File: config.mk
export PLATFORM = sky130hd
export DESIGN_NAME = turn_signal_request_flat
export DESIGN_NICKNAME = d
export VERILOG_FILES = /design/src/rtl/turn_signal_request_pkg.sv /design/src/rtl/turn_signal_request_if.sv /design/src/rtl/turn_signal_request_switch_debounce.sv /design/src/rtl/turn_signal_request.sv /design/src/flat_wrapper.sv
export SDC_FILE = /design/constraint.sdc
export NUM_CORES = 1
export LEC_CHECK = 0
export CAP_MARGIN = 20
export CORE_MARGIN = 1
export CORE_UTILIZATION = 55
export DETAILED_ROUTE_END_ITERATION = 10
export GPL_TIMING_DRIVEN = 0
export MAX_ROUTING_LAYER = met4
export PLACE_DENSITY_LB_ADDON = 0.15
export SYNTH_ARGS = -nofsm -noshare
export SYNTH_HDL_FRONTEND = slang
export SYNTH_SLANG_ARGS = --single-unit
File: constraint.sdc
create_clock -name c50M -period 3.2 [get_ports c50M]
set_clock_uncertainty 0.1 [all_clocks]
set_input_delay 0.96 -clock c50M [delete_from_list [all_inputs] [get_ports c50M]]
set_output_delay 0.96 -clock c50M [all_outputs]
set_load 0.005 [all_outputs]
File: src/rtl/turn_signal_request_pkg.sv
// Shared types and 50 MHz defaults for the turn-signal request path.
// Comfort blinking is built only when TURN_SIGNAL_COMFORT_EN is defined.
package turn_signal_pkg;

  localparam int DEFAULT_DEBOUNCE_CYCLES = 500000;    // 10 ms
  localparam int DEFAULT_TAP_CYCLES      = 25000000;  // 0.5 s
  localparam int DEFAULT_COMFORT_CYCLES  = 150000000; // 3 s

  typedef enum logic [2:0] {
    IDLE          = 3'd0,
    LEFT          = 3'd1,
    RIGHT         = 3'd2,
    LEFT_COMFORT  = 3'd3,
    RIGHT_COMFORT = 3'd4,
    HAZARD        = 3'd5,
    FAULT         = 3'd6
  } ts_state_t;

  function automatic int maxInt(int a, int b);
    return (a > b) ? a : b;
  endfunction

  // State implied by the stalk contacts alone, with no comfort extension.
  function automatic ts_state_t resolveStalk(logic dL, logic dR);
    if (dL && dR) begin
      return FAULT;
    end else if (dL) begin
      return LEFT;
    end else if (dR) begin
      return RIGHT;
    end else begin
      return IDLE;
    end
  endfunction

endpackage

File: src/rtl/turn_signal_request_if.sv
// Stalk/hazard contacts in, blink request levels out.
interface turn_signal_request_if;
  logic rawLeft;
  logic rawRight;
  logic rawHazard;
  logic leftBlink;
  logic rightBlink;
  logic hazardActive;
  logic stalkFault;

  modport master (
    output rawLeft, rawRight, rawHazard,
    input  leftBlink, rightBlink, hazardActive, stalkFault
  );

  modport slave (
    input  rawLeft, rawRight, rawHazard,
    output leftBlink, rightBlink, hazardActive, stalkFault
  );
endinterface

File: src/rtl/turn_signal_request_switch_debounce.sv
// Two-flop synchronizer followed by a stable-window debouncer for one contact.
module switch_debounce
  import turn_signal_pkg::*;
#(
  parameter int DEBOUNCE_CYCLES = DEFAULT_DEBOUNCE_CYCLES
) (
  input  logic c50M,
  input  logic nReset,
  input  logic raw,
  output logic clean,
  output logic rise
);

  localparam int CNT_W = $clog2(DEBOUNCE_CYCLES) + 1;

  logic             sync1_r;
  logic             sync2_r;
  logic             clean_r;
  logic             cleanDly_r;
  logic [CNT_W-1:0] cnt_r;

  // synchronize, then accept a change only once it has been stable long enough
  always_ff @(posedge c50M) begin
    if (!nReset) begin
      sync1_r    <= 1'b0;
      sync2_r    <= 1'b0;
      clean_r    <= 1'b0;
      cleanDly_r <= 1'b0;
      cnt_r      <= {CNT_W{1'b0}};
    end else begin
      sync1_r    <= raw;
      sync2_r    <= sync1_r;
      cleanDly_r <= clean_r;
      if (sync2_r == clean_r) begin
        cnt_r <= {CNT_W{1'b0}};
      end else if (cnt_r == CNT_W'(DEBOUNCE_CYCLES - 1)) begin
        clean_r <= sync2_r;
        cnt_r   <= {CNT_W{1'b0}};
      end else begin
        cnt_r <= cnt_r + CNT_W'(1);
      end
    end
  end

  assign clean = clean_r;
  // pulse is aligned with the first cycle the debounced level reads high
  assign rise  = clean_r & ~cleanDly_r;

endmodule

File: src/rtl/turn_signal_request.sv
// Debounces stalk/hazard contacts and resolves them into blink request levels.
// Define TURN_SIGNAL_COMFORT_EN to build tap detection and comfort blinking.
module turn_signal_request
  import turn_signal_pkg::*;
#(
  parameter int DEBOUNCE_CYCLES = DEFAULT_DEBOUNCE_CYCLES,
  parameter int TAP_CYCLES      = DEFAULT_TAP_CYCLES,
  parameter int COMFORT_CYCLES  = DEFAULT_COMFORT_CYCLES
) (
  input logic                  c50M,
  input logic                  nReset,
  turn_signal_request_if.slave stalkIf
);

  logic      dL_s;
  logic      dR_s;
  logic      hazRise_s;
  logic      unusedLeftRise_s;
  logic      unusedRightRise_s;
  logic      unusedHazLevel_s;
  ts_state_t state_r;
  ts_state_t nextState_s;
  logic      leftBlink_r;
  logic      rightBlink_r;
  logic      hazardActive_r;
  logic      stalkFault_r;

  switch_debounce #(.DEBOUNCE_CYCLES(DEBOUNCE_CYCLES)) uLeft (
    .c50M(c50M), .nReset(nReset), .raw(stalkIf.rawLeft),
    .clean(dL_s), .rise(unusedLeftRise_s)
  );
  switch_debounce #(.DEBOUNCE_CYCLES(DEBOUNCE_CYCLES)) uRight (
    .c50M(c50M), .nReset(nReset), .raw(stalkIf.rawRight),
    .clean(dR_s), .rise(unusedRightRise_s)
  );
  switch_debounce #(.DEBOUNCE_CYCLES(DEBOUNCE_CYCLES)) uHazard (
    .c50M(c50M), .nReset(nReset), .raw(stalkIf.rawHazard),
    .clean(unusedHazLevel_s), .rise(hazRise_s)
  );

`ifdef TURN_SIGNAL_COMFORT_EN
  localparam int TMR_W = $clog2(maxInt(TAP_CYCLES, COMFORT_CYCLES)) + 1;

  logic [TMR_W-1:0] timer_r;
  logic             tapShort_s;
  logic             comfortDone_s;

  assign tapShort_s    = (timer_r < TMR_W'(TAP_CYCLES));
  assign comfortDone_s = (timer_r == TMR_W'(COMFORT_CYCLES - 1));

  // one counter serves as hold timer (saturating) and comfort timer; any state change restarts it
  always_ff @(posedge c50M) begin
    if (!nReset) begin
      timer_r <= {TMR_W{1'b0}};
    end else if (nextState_s != state_r) begin
      timer_r <= {TMR_W{1'b0}};
    end else if ((state_r == LEFT) || (state_r == RIGHT)) begin
      if (timer_r != TMR_W'(TAP_CYCLES)) begin
        timer_r <= timer_r + TMR_W'(1);
      end else begin
        timer_r <= timer_r;
      end
    end else if ((state_r == LEFT_COMFORT) || (state_r == RIGHT_COMFORT)) begin
      timer_r <= timer_r + TMR_W'(1);
    end else begin
      timer_r <= {TMR_W{1'b0}};
    end
  end
`else
  logic unusedTiming_s;
  assign unusedTiming_s = (TAP_CYCLES > 0) ^ (COMFORT_CYCLES > 0);
`endif

  // next state: hazard toggle beats fault, fault beats stalk handling
  always_comb begin
    nextState_s = state_r;
    if (hazRise_s) begin
      if (state_r == HAZARD) begin
        nextState_s = resolveStalk(dL_s, dR_s);
      end else begin
        nextState_s = HAZARD;
      end
    end else if (state_r == HAZARD) begin
      nextState_s = HAZARD;
    end else if (dL_s && dR_s) begin
      nextState_s = FAULT;
    end else begin
      case (state_r)
        IDLE:  nextState_s = resolveStalk(dL_s, dR_s);
        FAULT: nextState_s = resolveStalk(dL_s, dR_s);
`ifdef TURN_SIGNAL_COMFORT_EN
        LEFT: begin
          if (dL_s) begin
            nextState_s = LEFT;
          end else if (tapShort_s) begin
            nextState_s = LEFT_COMFORT;
          end else begin
            nextState_s = IDLE;
          end
        end
        RIGHT: begin
          if (dR_s) begin
            nextState_s = RIGHT;
          end else if (tapShort_s) begin
            nextState_s = RIGHT_COMFORT;
          end else begin
            nextState_s = IDLE;
          end
        end
        LEFT_COMFORT: begin
          if (dL_s || dR_s) begin
            nextState_s = resolveStalk(dL_s, dR_s);
          end else if (comfortDone_s) begin
            nextState_s = IDLE;
          end else begin
            nextState_s = LEFT_COMFORT;
          end
        end
        RIGHT_COMFORT: begin
          if (dL_s || dR_s) begin
            nextState_s = resolveStalk(dL_s, dR_s);
          end else if (comfortDone_s) begin
            nextState_s = IDLE;
          end else begin
            nextState_s = RIGHT_COMFORT;
          end
        end
`else
        LEFT:  nextState_s = dL_s ? LEFT : IDLE;
        RIGHT: nextState_s = dR_s ? RIGHT : IDLE;
`endif
        default: nextState_s = IDLE;
      endcase
    end
  end

  // outputs are registered from the state being entered so they change with it
  always_ff @(posedge c50M) begin
    if (!nReset) begin
      state_r        <= IDLE;
      leftBlink_r    <= 1'b0;
      rightBlink_r   <= 1'b0;
      hazardActive_r <= 1'b0;
      stalkFault_r   <= 1'b0;
    end else begin
      state_r        <= nextState_s;
      leftBlink_r    <= (nextState_s == LEFT) || (nextState_s == LEFT_COMFORT) ||
                        (nextState_s == HAZARD);
      rightBlink_r   <= (nextState_s == RIGHT) || (nextState_s == RIGHT_COMFORT) ||
                        (nextState_s == HAZARD);
      hazardActive_r <= (nextState_s == HAZARD);
      stalkFault_r   <= (nextState_s == FAULT);
    end
  end

  assign stalkIf.leftBlink    = leftBlink_r;
  assign stalkIf.rightBlink   = rightBlink_r;
  assign stalkIf.hazardActive = hazardActive_r;
  assign stalkIf.stalkFault   = stalkFault_r;

endmodule

File: src/flat_wrapper.sv
// flat-port wrapper written by rule: the top's interface ports become plain ports
module turn_signal_request_flat import turn_signal_pkg::*;
#(
  parameter int DEBOUNCE_CYCLES = DEFAULT_DEBOUNCE_CYCLES,
  parameter int TAP_CYCLES      = DEFAULT_TAP_CYCLES,
  parameter int COMFORT_CYCLES  = DEFAULT_COMFORT_CYCLES
)
  (c50M, nReset, stalkIf_rawLeft, stalkIf_rawRight, stalkIf_rawHazard, stalkIf_leftBlink, stalkIf_rightBlink, stalkIf_hazardActive, stalkIf_stalkFault);
  turn_signal_request_if stalkIf_i ();
  input logic c50M;
  input logic nReset;
  input wire logic [$bits(stalkIf_i.rawLeft)-1:0] stalkIf_rawLeft;
  input wire logic [$bits(stalkIf_i.rawRight)-1:0] stalkIf_rawRight;
  input wire logic [$bits(stalkIf_i.rawHazard)-1:0] stalkIf_rawHazard;
  output wire logic [$bits(stalkIf_i.leftBlink)-1:0] stalkIf_leftBlink;
  output wire logic [$bits(stalkIf_i.rightBlink)-1:0] stalkIf_rightBlink;
  output wire logic [$bits(stalkIf_i.hazardActive)-1:0] stalkIf_hazardActive;
  output wire logic [$bits(stalkIf_i.stalkFault)-1:0] stalkIf_stalkFault;
  assign stalkIf_i.rawLeft = stalkIf_rawLeft;
  assign stalkIf_i.rawRight = stalkIf_rawRight;
  assign stalkIf_i.rawHazard = stalkIf_rawHazard;
  assign stalkIf_leftBlink = stalkIf_i.leftBlink;
  assign stalkIf_rightBlink = stalkIf_i.rightBlink;
  assign stalkIf_hazardActive = stalkIf_i.hazardActive;
  assign stalkIf_stalkFault = stalkIf_i.stalkFault;
  turn_signal_request #(.DEBOUNCE_CYCLES(DEBOUNCE_CYCLES), .TAP_CYCLES(TAP_CYCLES), .COMFORT_CYCLES(COMFORT_CYCLES)) u_core (.c50M(c50M), .nReset(nReset), .stalkIf(stalkIf_i));
endmodule
==> results.sh <==
export IMPL_worstSetupEndpointType="output pin"
export IMPL_reg2regPathDepth=5
export IMPL_area_growth_pct=10.14
export IMPL_yosysSeqAreaShare_pct=45.61
export IMPL_fmax_mhz=451.8
export IMPL_min_path_cells=1
export IMPL_vias_per_cell=5.551
export IMPL_relSlewSlack_pct=72.65
export IMPL_drc=0
export IMPL_fp_row_count=28
export IMPL_status="completed"
export IMPL_synth_edf_count=0
export IMPL_p_int_mw=1.273
export IMPL_cp_start_kind="flop"
export IMPL_cts_buffers=9
export IMPL_hold_violations=0
export IMPL_htreeDepth=3
export IMPL_critPathSlowestCell="clkdlybuf4s50_1"
export IMPL_worstPathMaxFanout=1
export IMPL_syn_nets=388
export IMPL_grt_pass1_vias=2389
export IMPL_power_frac_seq_pct=59.5
export IMPL_path_depth=1
export IMPL_drive_gt1_share_pct=7.178
export IMPL_timing_critical_path_buf_inv=1
export IMPL_fp_dieW_um=80.39
export IMPL_cts_tree="done"
export IMPL_ys_async_sr_fraction_pct=0
export IMPL_netlist_instances=380
export IMPL_core_mm2=0.005921
export IMPL_wirelength_um=5912
export IMPL_yosysUniqueCellTypes=38
export IMPL_post_route_period_util_pct=69.17
export IMPL_antenna_found_initial=0
export IMPL_nNetsFinal=407
export IMPL_finalWorstSetupSlack_ns=0.9866
export IMPL_hold_path_class="flop to flop"
export IMPL_cap_violations=0
export IMPL_crit_chain="clkdlybuf4s50_1"
export IMPL_dpl_hpwl_um=4244
export IMPL_wl_per_cell_um=12.34
export IMPL_grt_max_degree=13
export IMPL_dieArea_mm2=0.006462
export IMPL_first_pass_iters=4
export IMPL_io_buffers=8
export IMPL_drtIter0Drc=76
export IMPL_final_fill_count=529
export IMPL_cts_hold_buf=0
export IMPL_yosys_warnings=0
export IMPL_p_leak_nw=1.235
export IMPL_grt_overflow=0
export IMPL_gr_usage_all_layers_pct=20.72
export IMPL_clk_pin_slew_ns=0.08
export IMPL_cp_required_ns=2.14
export IMPL_cts_resized=0
export IMPL_synth_avg_cell_area_um2=8.893
export IMPL_cts_buffer_depth=2
export IMPL_fin_crit_ns=2.213
export IMPL_ir_drop_mv=0.2678
export IMPL_initial_core_util_pct=57.08
export IMPL_dp_slack_ns=0.6952
export IMPL_multi_input_area_mm2=0.001739
export IMPL_ff_latch_area_mm2=0.001541
export IMPL_synthesis_area_mm2=0.003379
export IMPL_whs_ns=0.3443
export IMPL_gp_congestion=0.8102
export IMPL_cts_sinks=77
export IMPL_switchingPower_mw=0.3472
export IMPL_ant_nets=0
export IMPL_finalSetupViolCount=0
export IMPL_placedInstanceArea_mm2=0.003553
export IMPL_crit_type="flop to output pin"
export IMPL_vias=2659
export IMPL_synth_main_ff_cell="dfxtp_1"
export IMPL_worst_path_largest_cell_delay_ns=0.51
export IMPL_rsz0062_at_grt="no"
export IMPL_worstSkewPairLatency_ns=0.33
export IMPL_post_cts_buffers=0
export IMPL_grt_pass1_wl_um=10260
export IMPL_design_area_mm2=0.003722
export IMPL_power_share_switching_pct=21.43
export IMPL_critPathTopFamily="buffers and inverters"
export IMPL_clock_power_share_pct=39.1
export IMPL_slew_viol_final=0
export IMPL_ys_seq_elements=77
export IMPL_die_y_um=80.39
export IMPL_insertedDiodeCount=0
export IMPL_worstMarginPinSlew_ns=0.4100
export IMPL_fin_util_pct=62.87
export IMPL_p_per_area_mw_per_mm2=435.3
export IMPL_io_pin_count=9
export IMPL_final_setup_tns_ns=0
export IMPL_worstPathArrival_ns=1.15
export IMPL_combPwrFrac_pct=1.4
export IMPL_ctsRootBufferMaster="clkbuf_8"
cell families after synthesis:
| family | after synthesis | synth area share, % |
|---|---|---|
| AND/OR/NAND/NOR | 181 | 30.06 |
| flip-flops | 77 | 45.61 |
| AO/OA/AOI/OAI | 58 | 10.14 |
| XOR/XNOR | 38 | 9.848 |
| buffers and inverters | 22 | 2.924 |
| adder cells (fa/ha/maj) | 4 | 1.407 |
cells in the mapped netlist (3+ instances only):
master | instances | area share (%)
dfxtp_1 | 77 | 46
nor2_1 | 44 | 4.9
xor2_1 | 26 | 6.7
nand3_1 | 25 | 3.7
a21oi_1 | 24 | 3.6
nand2_1 | 23 | 2.6
o21ai_0 | 17 | 2.5
or3_1 | 15 | 2.8
nand4_1 | 14 | 2.6
inv_1 | 12 | 1.3
xnor2_1 | 12 | 3.1
and2_1 | 10 | 1.9
and4_1 | 9 | 2.3
or4_1 | 9 | 2.0
and3_1 | 8 | 1.5
o31ai_1 | 7 | 1.6
nor3_1 | 4 | 0.59
nor4_1 | 4 | 0.74
a221oi_1 | 3 | 0.78
buf_2 | 3 | 0.44
buf_4 | 3 | 0.67
clkbuf_1 | 3 | 0.33
ha_1 | 3 | 1.1
nand2b_1 | 3 | 0.56
nor4b_1 | 3 | 0.78
cell type report:
type	instances	share of cell area (%)
Timing Repair Buffer	8	2.151
Clock inverter	4	0.6387
Buffer	10	1.445
Inverter	12	1.210
Clock buffer	12	3.899
Multi-Input combinational cell	281	46.72
Tap cell	75	2.521
Sequential cell	77	41.41
flip-flops by register name, summed over array words and instances (netlist names), 3 cells and up:
name	flops
u_core.uLeft.cnt_r	20
u_core.state_r	3
u_core.uRight.cnt_r	20
u_core.uHazard.cnt_r	20
path summary, 6_finish.rpt:
| path | start | slack [ns] | end |
|---|---|---|---|
| setup / recovery | u_core.stalkIf.stalkFault | 0.99 | stalkIf_stalkFault |
| hold / removal | u_core.uHazard.sync1_r | 0.34 | u_core.uHazard.sync2_r |
| setup reg to reg | u_core.uHazard.cnt_r[0] | 1.10 | u_core.uHazard.cnt_r[16] |
| hold reg to reg | u_core.uHazard.sync1_r | 0.34 | u_core.uHazard.sync2_r |
cell usage in the layout, fill, tap and decap left out, types with 10 or more instances in the layout:
cell type	count
o21ai_0	17
and2_1	10
or3_1	15
inv_1	12
nand3_1	25
dfxtp_1	77
nand2_1	23
nand4_1	14
nor2_1	44
clkbuf_8	10
xor2_1	26
a21oi_1	24
xnor2_1	12
power by group through the flow:
stage	Clock, mW	Sequential [mW]	Combinational, mW
after floorplan	0	0.986	0.0130
final	0.633	0.965	0.0226
after global routing	0.693	0.965	0.0257
after detailed placement	0	0.987	0.0229
after global placement	0	0.987	0.0228
after CTS	0.655	0.964	0.0230
stage by stage:
step | total power, mW | std cells
finish | 1.620 | 479
floorplan | 0.9993 | 380
global route | 1.684 | 479
detailed placement | 1.010 | 463
global placement | 1.009 | 463
CTS | 1.642 | 479
metal layers:
metal  GRT usage [%]  part of all wire [%]  wire length, um  up-vias
met3           3.750                   2.3              135       12
met2           31.19                    43             2549       37
met5               -                     0                0        -
met1           27.32                    53             3105     1213
met4           8.571                   2.1              122        0
li1                -                     -                -     1397
No activity file was read; power rests on OpenSTA's default activity.
